==> src/rtl/led_blink_arbiter.sv <==
// Round-robin arbiter sharing one LED among NREQ requesters, each granted a burst of blinks.
// Define LED_FIXED_PRIORITY_EN to replace round-robin with fixed priority (req[0] highest).
module led_blink_arbiter #(
  parameter int unsigned NREQ    = 4,
  parameter int unsigned CLK_DIV = 50000000,
  parameter int unsigned CNT_W   = 32,
  parameter int unsigned BLINK_W = 4
) (
  input  logic                    clk,
  input  logic                    rst_n,
  input  logic [NREQ-1:0]         req,
  input  logic [NREQ*BLINK_W-1:0] blinks,
  output logic [NREQ-1:0]         gnt,
  output logic                    done,
  output logic                    busy,
  output logic                    LED
);

  localparam int unsigned IDX_W = (NREQ > 1) ? $clog2(NREQ) : 1;
  localparam logic [CNT_W-1:0] PHASE_LAST = CNT_W'(CLK_DIV - 1);

  typedef enum logic [2:0] {
    S_IDLE = 3'd0,
    S_ON   = 3'd1,
    S_OFF  = 3'd2,
    S_GAP  = 3'd3,
    S_DONE = 3'd4
  } state_t;

  state_t             state;
  logic [CNT_W-1:0]   presc;
  logic [BLINK_W-1:0] remaining;
  logic [IDX_W-1:0]   cur;

  logic               req_any;
  logic [IDX_W-1:0]   win;
  logic [BLINK_W-1:0] win_blinks;
  logic [BLINK_W-1:0] rem_dec;
  logic               phase_end;
  logic               cur_req;

`ifdef LED_FIXED_PRIORITY_EN
  // Lowest-index active request wins.
  always_comb begin
    win     = '0;
    req_any = 1'b0;
    for (int i = 0; i < int'(NREQ); i++) begin
      if (!req_any && req[i]) begin
        win     = IDX_W'(i);
        req_any = 1'b1;
      end
    end
  end
`else
  logic [IDX_W-1:0] last_winner;
  logic [IDX_W-1:0] cand;

  // First active request searching upward from the slot after the last winner.
  always_comb begin
    win     = '0;
    req_any = 1'b0;
    cand    = '0;
    for (int k = 1; k <= int'(NREQ); k++) begin
      cand = IDX_W'((int'(last_winner) + k) % int'(NREQ));
      if (!req_any && req[cand]) begin
        win     = cand;
        req_any = 1'b1;
      end
    end
  end
`endif

  assign win_blinks = blinks[int'(win)*int'(BLINK_W) +: BLINK_W];
  assign rem_dec    = (remaining != '0) ? remaining - BLINK_W'(1) : '0;
  assign phase_end  = (presc == PHASE_LAST);
  assign cur_req    = req[cur];
  assign busy       = (state != S_IDLE);

  // Arbitration and ON/OFF/GAP sequencing; LED, gnt and done are registered here.
  always_ff @(posedge clk or negedge rst_n) begin
    if (!rst_n) begin
      state       <= S_IDLE;
      presc       <= '0;
      remaining   <= '0;
      cur         <= '0;
      gnt         <= '0;
      done        <= 1'b0;
      LED         <= 1'b0;
`ifndef LED_FIXED_PRIORITY_EN
      last_winner <= IDX_W'(NREQ - 1);
`endif
    end else begin
      done <= 1'b0;
      case (state)
        S_IDLE: begin
          if (req_any) begin
            cur       <= win;
            gnt       <= NREQ'(1) << win;
            remaining <= win_blinks;
            presc     <= '0;
            if (win_blinks != '0) begin
              state <= S_ON;
              LED   <= 1'b1;
            end else begin
              state <= S_GAP;
              LED   <= 1'b0;
            end
          end
        end

        S_ON: begin
          if (!cur_req) begin
            state <= S_GAP;
            LED   <= 1'b0;
            presc <= '0;
          end else if (phase_end) begin
            state <= S_OFF;
            LED   <= 1'b0;
            presc <= '0;
          end else begin
            presc <= presc + CNT_W'(1);
          end
        end

        S_OFF: begin
          if (!cur_req) begin
            state <= S_GAP;
            LED   <= 1'b0;
            presc <= '0;
          end else if (phase_end) begin
            remaining <= rem_dec;
            presc     <= '0;
            if (rem_dec != '0) begin
              state <= S_ON;
              LED   <= 1'b1;
            end else begin
              state <= S_GAP;
            end
          end else begin
            presc <= presc + CNT_W'(1);
          end
        end

        S_GAP: begin
          if (phase_end) begin
            state <= S_DONE;
            done  <= 1'b1;
            presc <= '0;
          end else begin
            presc <= presc + CNT_W'(1);
          end
        end

        S_DONE: begin
          state <= S_IDLE;
          gnt   <= '0;
          presc <= '0;
`ifndef LED_FIXED_PRIORITY_EN
          last_winner <= cur;
`endif
        end

        default: begin
          state <= S_IDLE;
          gnt   <= '0;
          LED   <= 1'b0;
          presc <= '0;
        end
      endcase
    end
  end

endmodule

==> config.mk <==
export PLATFORM = sky130hd
export DESIGN_NAME = led_blink_arbiter
export DESIGN_NICKNAME = d
export VERILOG_FILES = /design/src/rtl/led_blink_arbiter.sv
export SDC_FILE = /design/constraint.sdc
export NUM_CORES = 1
export LEC_CHECK = 0
export CAP_MARGIN = 20
export CORE_MARGIN = 2
export CORE_UTILIZATION = 57
export CTS_CLUSTER_DIAMETER = 100
export DETAILED_ROUTE_END_ITERATION = 16
export PLACE_DENSITY_LB_ADDON = 0.3
export SLEW_MARGIN = 20
export SYNTH_ARGS = -nofsm -noshare
export SYNTH_HDL_FRONTEND = slang
export SYNTH_SLANG_ARGS = --single-unit
==> constraint.sdc <==
create_clock -name clk -period 2.6 [get_ports clk]
set_input_delay 0.52 -clock clk [delete_from_list [all_inputs] [get_ports clk]]
set_output_delay 0.52 -clock clk [all_outputs]
set_load 0.05 [all_outputs]
==> results of run 1 <==
[worst max-delay path by stage]
| stage | startpoint | endpoint | slack, ns | depth (start not counted) |
|---|---|---|---|---|
| 5_1_grt | presc[0] | presc[28] | 0.12 | 7 |
| 3_3_place_gp | req[3] | presc[11] | 0.07 | 8 |
| 4_1_cts | state[1] | busy | 0.05 | 3 |
| 6_report | presc[0] | presc[28] | 0.30 | 7 |
| 2_1_floorplan | req[3] | remaining[1] | 0.46 | 8 |
| 3_5_place_dp | req[3] | remaining[0] | 0.02 | 8 |
[synth_stat cells (5+ instances only)]
cell type	n	area share, %
a211o_1	7	2.1
xor2_1	13	3.9
nand4_1	7	1.5
mux2i_1	8	2.8
xnor2_1	10	3.0
dfrtp_1	47	40
a21oi_1	9	1.5
a21o_1	5	1.3
clkbuf_1	6	0.77
nand2b_1	6	1.3
or4_1	5	1.3
nor3_1	9	1.5
o21ai_0	17	2.9
and3_1	10	2.2
nor2_1	50	6.5
nor4_1	6	1.3
nor2b_1	7	1.5
nand2_1	24	3.1
nand3_1	16	2.8
[cells by family after synthesis]
kind of cell	count (synthesis)	share of synthesized area (%)
AO/OA/AOI/OAI	62	14.89
flip-flops	49	42.25
multiplexers	11	4.303
AND/OR/NAND/NOR	159	28.70
buffers and inverters	16	2.495
XOR/XNOR	23	6.928
adder cells (fa/ha/maj)	1	0.4302
[per-layer routing]
layer	up-vias	GRT usage, %	share of wire, %
met5	-	0	0
met4	0	7.212	2.1
met3	17	4.497	4.8
met2	84	37.39	46
met1	1231	35.93	47
li1	1241	-	-
[sequential cells by signal, indices dropped and copies added (netlist names)]
| register | flops |
|---|---|
| cur | 2 |
| LED | 1 |
| last_winner | 2 |
| done | 1 |
| gnt | 4 |
| presc | 32 |
| state | 3 |
| remaining | 4 |
[per-stage QoR]
step	util (%)	power, mW	std cells
6_report	71.06	1.708	427
5_1_grt	71.06	1.802	427
4_1_cts	71.01	1.716	427
3_5_place_dp	69.22	1.277	419
3_3_place_gp	69.22	1.269	419
2_1_floorplan	-	1.133	321
[final cells by class]
cell class	instances	area share, %
clock inverters	3	0.5117
inverters	4	0.4386
clock buffers	5	2.010
flip-flops and latches	49	35.89
multi-input cells	256	46.93
repair buffers	43	11.77
well taps	67	2.449
[where the power goes]
part	switching [mW]	internal, mW
registers	0.0696	0.812
clock network	0.257	0.186
logic	0.205	0.179
total	0.532	1.18
[worst max-delay path: cells and delay by family (launching register included)]
family / cells / cell delay, ns
xor gates and xnor gates: 1 / 0.18
adders and majority gates: 1 / 0.22
DFF: 1 / 0.40
and+or+nand+nor: 5 / 1.44
==> impl_metrics.py, run 1 <==
metrics = {
    "status": {
        "status": "finished, final reports clean",
    },
    "critical_path": {
        "crit_chain": "ha_1 -> nand2_1 -> or4_1 -> nor4_2 -> nand4_1 -> xor2_1 -> nor2_1",
        "reg2reg_slack_ns": 0.30,
        "start_kind": "flop",
        "r2r-start": "presc[0]",
        "crit_fanout": 5,
        "cp.arrival_ns": 2.55,
        "critical_path_class": "flop to flop",
        "endpoint_kind": "flop",
        "slowest_delay_ns": 0.60,
        "worstRegToRegCells": 7,
        "worst_path_max_delay_cell": "or4_1",
        "worstReg2RegEnd": "presc[28]",
        "cp.required_ns": 2.85,
    },
    "global_routing": {
        "grt_start_max_net_pins": 33,
        "grt.overflow.total": 0,
        "antenna_found_initial": 0,
        "grt_pass1_vias": 2288,
        "grt.total_usage_pct": 24.55,
        "grt_first_pass_wirelength_um": 10750,
    },
    "yosys": {
        "yosysSeqAreaShare_pct": 42.25,
        "ys_types": 55,
        "ys.warnings.count": 0,
        "syn_inst": 321,
        "synthArstFlopShare_pct": 100.0,
        "ys_ff_latch": 49,
        "syn-num-nets": 344,
        "ys.flop_type": "dfrtp_1",
        "synth_edf_count": 0,
        "syn_area_per_cell_um2": 9.059,
        "syn-cell-area_mm2": 0.002908,
    },
    "timing": {
        "finalCritPeriodShare_pct": 88.39,
        "rsz0062_at_grt": "false",
        "slew_headroom_pct": 65.21,
        "maxSlewViolCount": 0,
        "setup_tns_ns": 0,
        "worst_pin_slew_ns": 0.5179,
        "min_period_ns": 2.298,
        "post-route-worst-setup-slack_ns": 0.3019,
        "finClkSkew_ns": 0.01085,
        "hold_viol": 0,
        "setup_viol": 0,
        "clock.fmax_mhz": 435.1,
        "whs_ns": 0.1134,
    },
    "die": {
        "die_y_um": 75.43,
        "start_util_pct": 60.36,
        "io_pins": 29,
        "fp-row-count": 25,
        "die_w_um": 75.43,
        "die_area_mm2": 0.005689,
        "coreArea_mm2": 0.004817,
    },
    "power": {
        "p_leak_nw": 1.448,
        "power_density_mw_per_mm2": 499.0,
        "vdd.ir_drop.worst_mv": 0.2935,
    },
    "place": {
        "place_ws_ns": 0.01736,
        "gp_congestion": 0.9308,
        "placed_area_mm2": 0.003334,
        "numPortBuffers": 28,
        "dpl.hpwl_um": 4865,
    },
    "final_layout": {
        "area_delta_synth_final_pct": 17.73,
        "final_cell_mix": "nor2_1 (50), dfrtp_1 (47), clkdlybuf4s50_1 (26)",
        "drive_above_1_share_pct": 11.11,
        "regArea_mm2": 0.001229,
        "fin_area_mm2": 0.003423,
        "final_common_cell": "nor2_1",
        "diodes": 0,
        "layout.nets": 382,
        "fillCellCount": 374,
        "multi_input_area_mm2": 0.001607,
    },
    "drt": {
        "routed_via_density": 6.026,
        "routed_wl_um": 6500,
        "drt_iter0_drc": 188,
        "vias": 2573,
        "routedWlPerCell_um": 15.22,
        "firstDrtPassIters": 5,
        "drcViolationCount": 0,
        "postRouteAntennaNets": 0,
    },
    "clocking": {
        "clkTransAtPathRegs_ns": 0.09,
        "insertion_delay_ns": 0.31,
        "post_cts_resized": 0,
        "cts_hold_buf": 0,
        "cts_buffer_depth": 2,
        "clock_sinks": 49,
        "cts_setup_buffers": 0,
        "cts_buffers": 5,
        "root_buffer": "clkbuf_8",
        "ctsHtreeMaxLevel": 2,
        "cts_tree": "yes",
    },
    "min_path": {
        "hold_class": "input port to async pin",
    },
    "job": {
        "cap_viol_max_count": 0,
    },
}
(Power assumes the default switching activity.)
==> run 2, diff against run 1 <==
ABC_AREA = 1   (was unset)
CORE_UTILIZATION = 60   (was 57)
DONT_BUFFER_PORTS = 1   (was unset)
==> run 2 against run 1 <==
Against the previous run: clock skew is 0.0047 ns lower; synthesized area is 11% higher; count of clock-buffer cells in the layout is 2 higher; cell area is 0.95% higher; largest cell class unchanged; largest power group unchanged.
==> impl_metrics.py, run 2 <==
metrics = {
    "yosys": {
        "syn_area_per_cell_um2": 7.033,
        "synth_top_area_cell": "dfrtp_1",
        "synth_top_area_share_pct": 36.43,
        "yosys.cell_count.top_type": "nand2_1",
        "ys_ff_latch": 49,
        "ys_top_cells_by_count": "nand2_1 (126), inv_1 (55), dfrtp_1 (47)",
        "synthArstFlopShare_pct": 100.0,
        "syn_inst": 459,
        "ys.warnings.count": 0,
        "syn-num-nets": 482,
        "ys.flop_type": "dfrtp_1",
        "yosysSeqAreaShare_pct": 38.06,
        "synth_edf_count": 0,
        "netlist_top_cells_area": "dfrtp_1 (36%), nand2_1 (15%), inv_1 (6.4%)",
        "ys_types": 41,
        "syn-cell-area_mm2": 0.003228,
    },
    "power": {
        "power_density_mw_per_mm2": 734.2,
        "p_sw_mw": 1.133,
        "p_comb_share_pct": 39.7,
        "power_frac_seq_pct": 42.2,
        "power.share.switching_pct": 44.66,
        "p_int_mw": 1.404,
        "vdd.ir_drop.worst_mv": 0.4606,
        "clkPwrFrac_pct": 18.1,
        "p_leak_nw": 1.544,
    },
    "place": {
        "placed_cells": 525,
        "dpl.hpwl_um": 5319,
        "numPortBuffers": 0,
        "place_ws_ns": 0.1013,
        "gp_congestion": 0.9203,
    },
    "clocking": {
        "cts_buffer_depth": 2,
        "clock_sinks": 49,
        "insertion_delay_ns": 0.31,
        "clkTransAtPathRegs_ns": 0.09,
        "cts_buffers": 5,
        "cts_tree": "yes",
        "ctsHtreeMaxLevel": 2,
        "root_buffer": "clkbuf_8",
    },
    "global_routing": {
        "antenna_found_initial": 0,
        "grt.overflow.total": 0,
        "grt_start_max_net_pins": 48,
        "grt.total_usage_pct": 25.89,
        "grt_first_pass_wirelength_um": 12630,
        "grt_pass1_vias": 2952,
    },
    "timing": {
        "setup_tns_ns": 0,
        "hold_viol": 0,
        "slew_headroom_pct": 67.13,
        "post-route-worst-setup-slack_ns": 0.1108,
        "finClkSkew_ns": 0.006179,
        "clock.fmax_mhz": 401.7,
        "setup_viol": 0,
        "finalCritPeriodShare_pct": 95.74,
        "maxSlewViolCount": 0,
        "worst_pin_slew_ns": 0.4893,
        "min_period_ns": 2.489,
    },
    "final_layout": {
        "area_delta_synth_final_pct": 7.054,
        "top_regs": "presc: 32 flops, gnt: 4 flops, remaining: 4 flops",
        "finalNonFillerCells": 536,
        "largest_register": "presc",
        "layout.nets": 489,
        "final_cell_mix": "nand2_1 (126), inv_1 (55), dfrtp_1 (47)",
        "largest_reg_flops": 32,
        "final_common_cell": "nand2_1",
        "fillCellCount": 452,
        "drive_above_1_share_pct": 11.37,
        "diodes": 0,
    },
    "drt": {
        "firstDrtPassIters": 5,
        "routed_via_density": 5.769,
        "drt_iter0_drc": 221,
        "vias": 3092,
        "routed_wl_um": 7384,
        "drcViolationCount": 0,
        "routedWlPerCell_um": 13.78,
        "postRouteAntennaNets": 0,
    },
    "critical_path": {
        "crit_chain": "buf_2 -> buf_4 -> nand2_1 -> nand3_1 -> o21ai_2 -> nand3_4 -> nor2_4 -> buf_4 -> nor3_2 -> nand2_2 -> nor2_2 -> nand2_1 -> o21ai_0 -> nor2_1",
        "worst_path_max_delay_cell": "dfstp_2",
        "cp.required_ns": 2.79,
        "crit_fanout": 12,
        "cp.arrival_ns": 2.68,
        "worstRegToRegCells": 14,
        "endpoint_kind": "flop",
        "slowest_delay_ns": 0.56,
        "start_kind": "flop",
        "critical_path_class": "flop to flop",
    },
    "die": {
        "coreArea_mm2": 0.005140,
        "io_pins": 29,
        "fp-row-count": 26,
        "die_area_mm2": 0.005983,
        "start_util_pct": 62.80,
        "die_y_um": 77.35,
        "die_w_um": 77.35,
    },
    "min_path": {
        "hold_class": "input port to async pin",
    },
    "status": {
        "status": "finished, final reports clean",
    },
    "job": {
        "cap_viol_max_count": 0,
    },
}
==> run 2: cell type report <==
cell class | instances | area [um^2] | share of cell area, %
clock buffer | 7 | 86.33 | 2.498
inverter | 62 | 236.5 | 6.843
tap | 70 | 87.58 | 2.534
sequential | 49 | 1229 | 35.55
multi-input combinational | 339 | 1719 | 49.75
timing repair buffer | 9 | 97.59 | 2.824
==> run 2: worst max-delay path, delay by kind of cell (launching register included) <==
| kind | cells | cell delay, ns |
|---|---|---|
| AOI/OAI and AO/OA | 2 | 0.32 |
| DFF | 1 | 0.56 |
| and+or+nand+nor | 9 | 1.03 |
| buffers and inverters | 3 | 0.45 |
==> run 2: path summary, 6_finish.rpt <==
| path | start | end | slack, ns |
|---|---|---|---|
| setup / recovery | last_winner[0] | presc[23] | 0.11 |
| hold / removal | rst_n | presc[8] | 0.04 |
| setup reg to reg | last_winner[0] | presc[23] | 0.11 |
| hold reg to reg | presc[21] | presc[21] | 0.55 |
| max in group asynchronous | rst_n | presc[10] | 2.33 |
| min in group clk | presc[21] | presc[21] | 0.55 |
==> run 2: metal layers <==
metal	track usage, %	routed length (um)	part of all wire, %	up-vias
li1	-	-	-	1535
met1	31.32	3140	43	1412
met2	45.22	3612	49	125
met3	4.651	475	6.4	20
met4	11.25	156	2.1	0
met5	0	0	0	-
==> run 2: stage by stage <==
step	area, um^2	hold WS [ns]	power, mW	utilization [%]
3_3_place_gp	3284	0.2261	2.029	63.90
2_1_floorplan	3228	0.2244	1.838	-
5_1_grt	3456	0.03624	2.729	67.23
6_report	3456	0.04245	2.537	67.23
3_5_place_dp	3284	0.2255	2.058	63.90
4_1_cts	3398	0.03970	2.537	66.11
==> run 2: cells by family after synthesis <==
kind of cell / synth area share, %
flip-flops: 38.06
adder cells (fa/ha/maj): 0.3875
AND/OR/NAND/NOR: 38.22
buffers and inverters: 9.419
AO/OA/AOI/OAI: 12.83
XOR/XNOR: 1.085
==> run 2: repair_timing <==
item                                    in CTS  in global routing
gates resized for setup                      0                  7
hold buffers                                 1                  0
buffers inserted                             0                  3
endpoints found under the setup margin       0                 14
hold endpoints to repair                    47                  0
==> run 2: power groups by stage <==
| stage | logic (mW) | registers (mW) | clock network (mW) |
|---|---|---|---|
| floorplan | 0.774 | 1.06 | 0 |
| global placement | 0.944 | 1.09 | 0 |
| detailed placement | 0.969 | 1.09 | 0 |
| CTS | 0.992 | 1.07 | 0.472 |
| global route | 1.14 | 1.09 | 0.500 |
| finish | 1.01 | 1.07 | 0.458 |
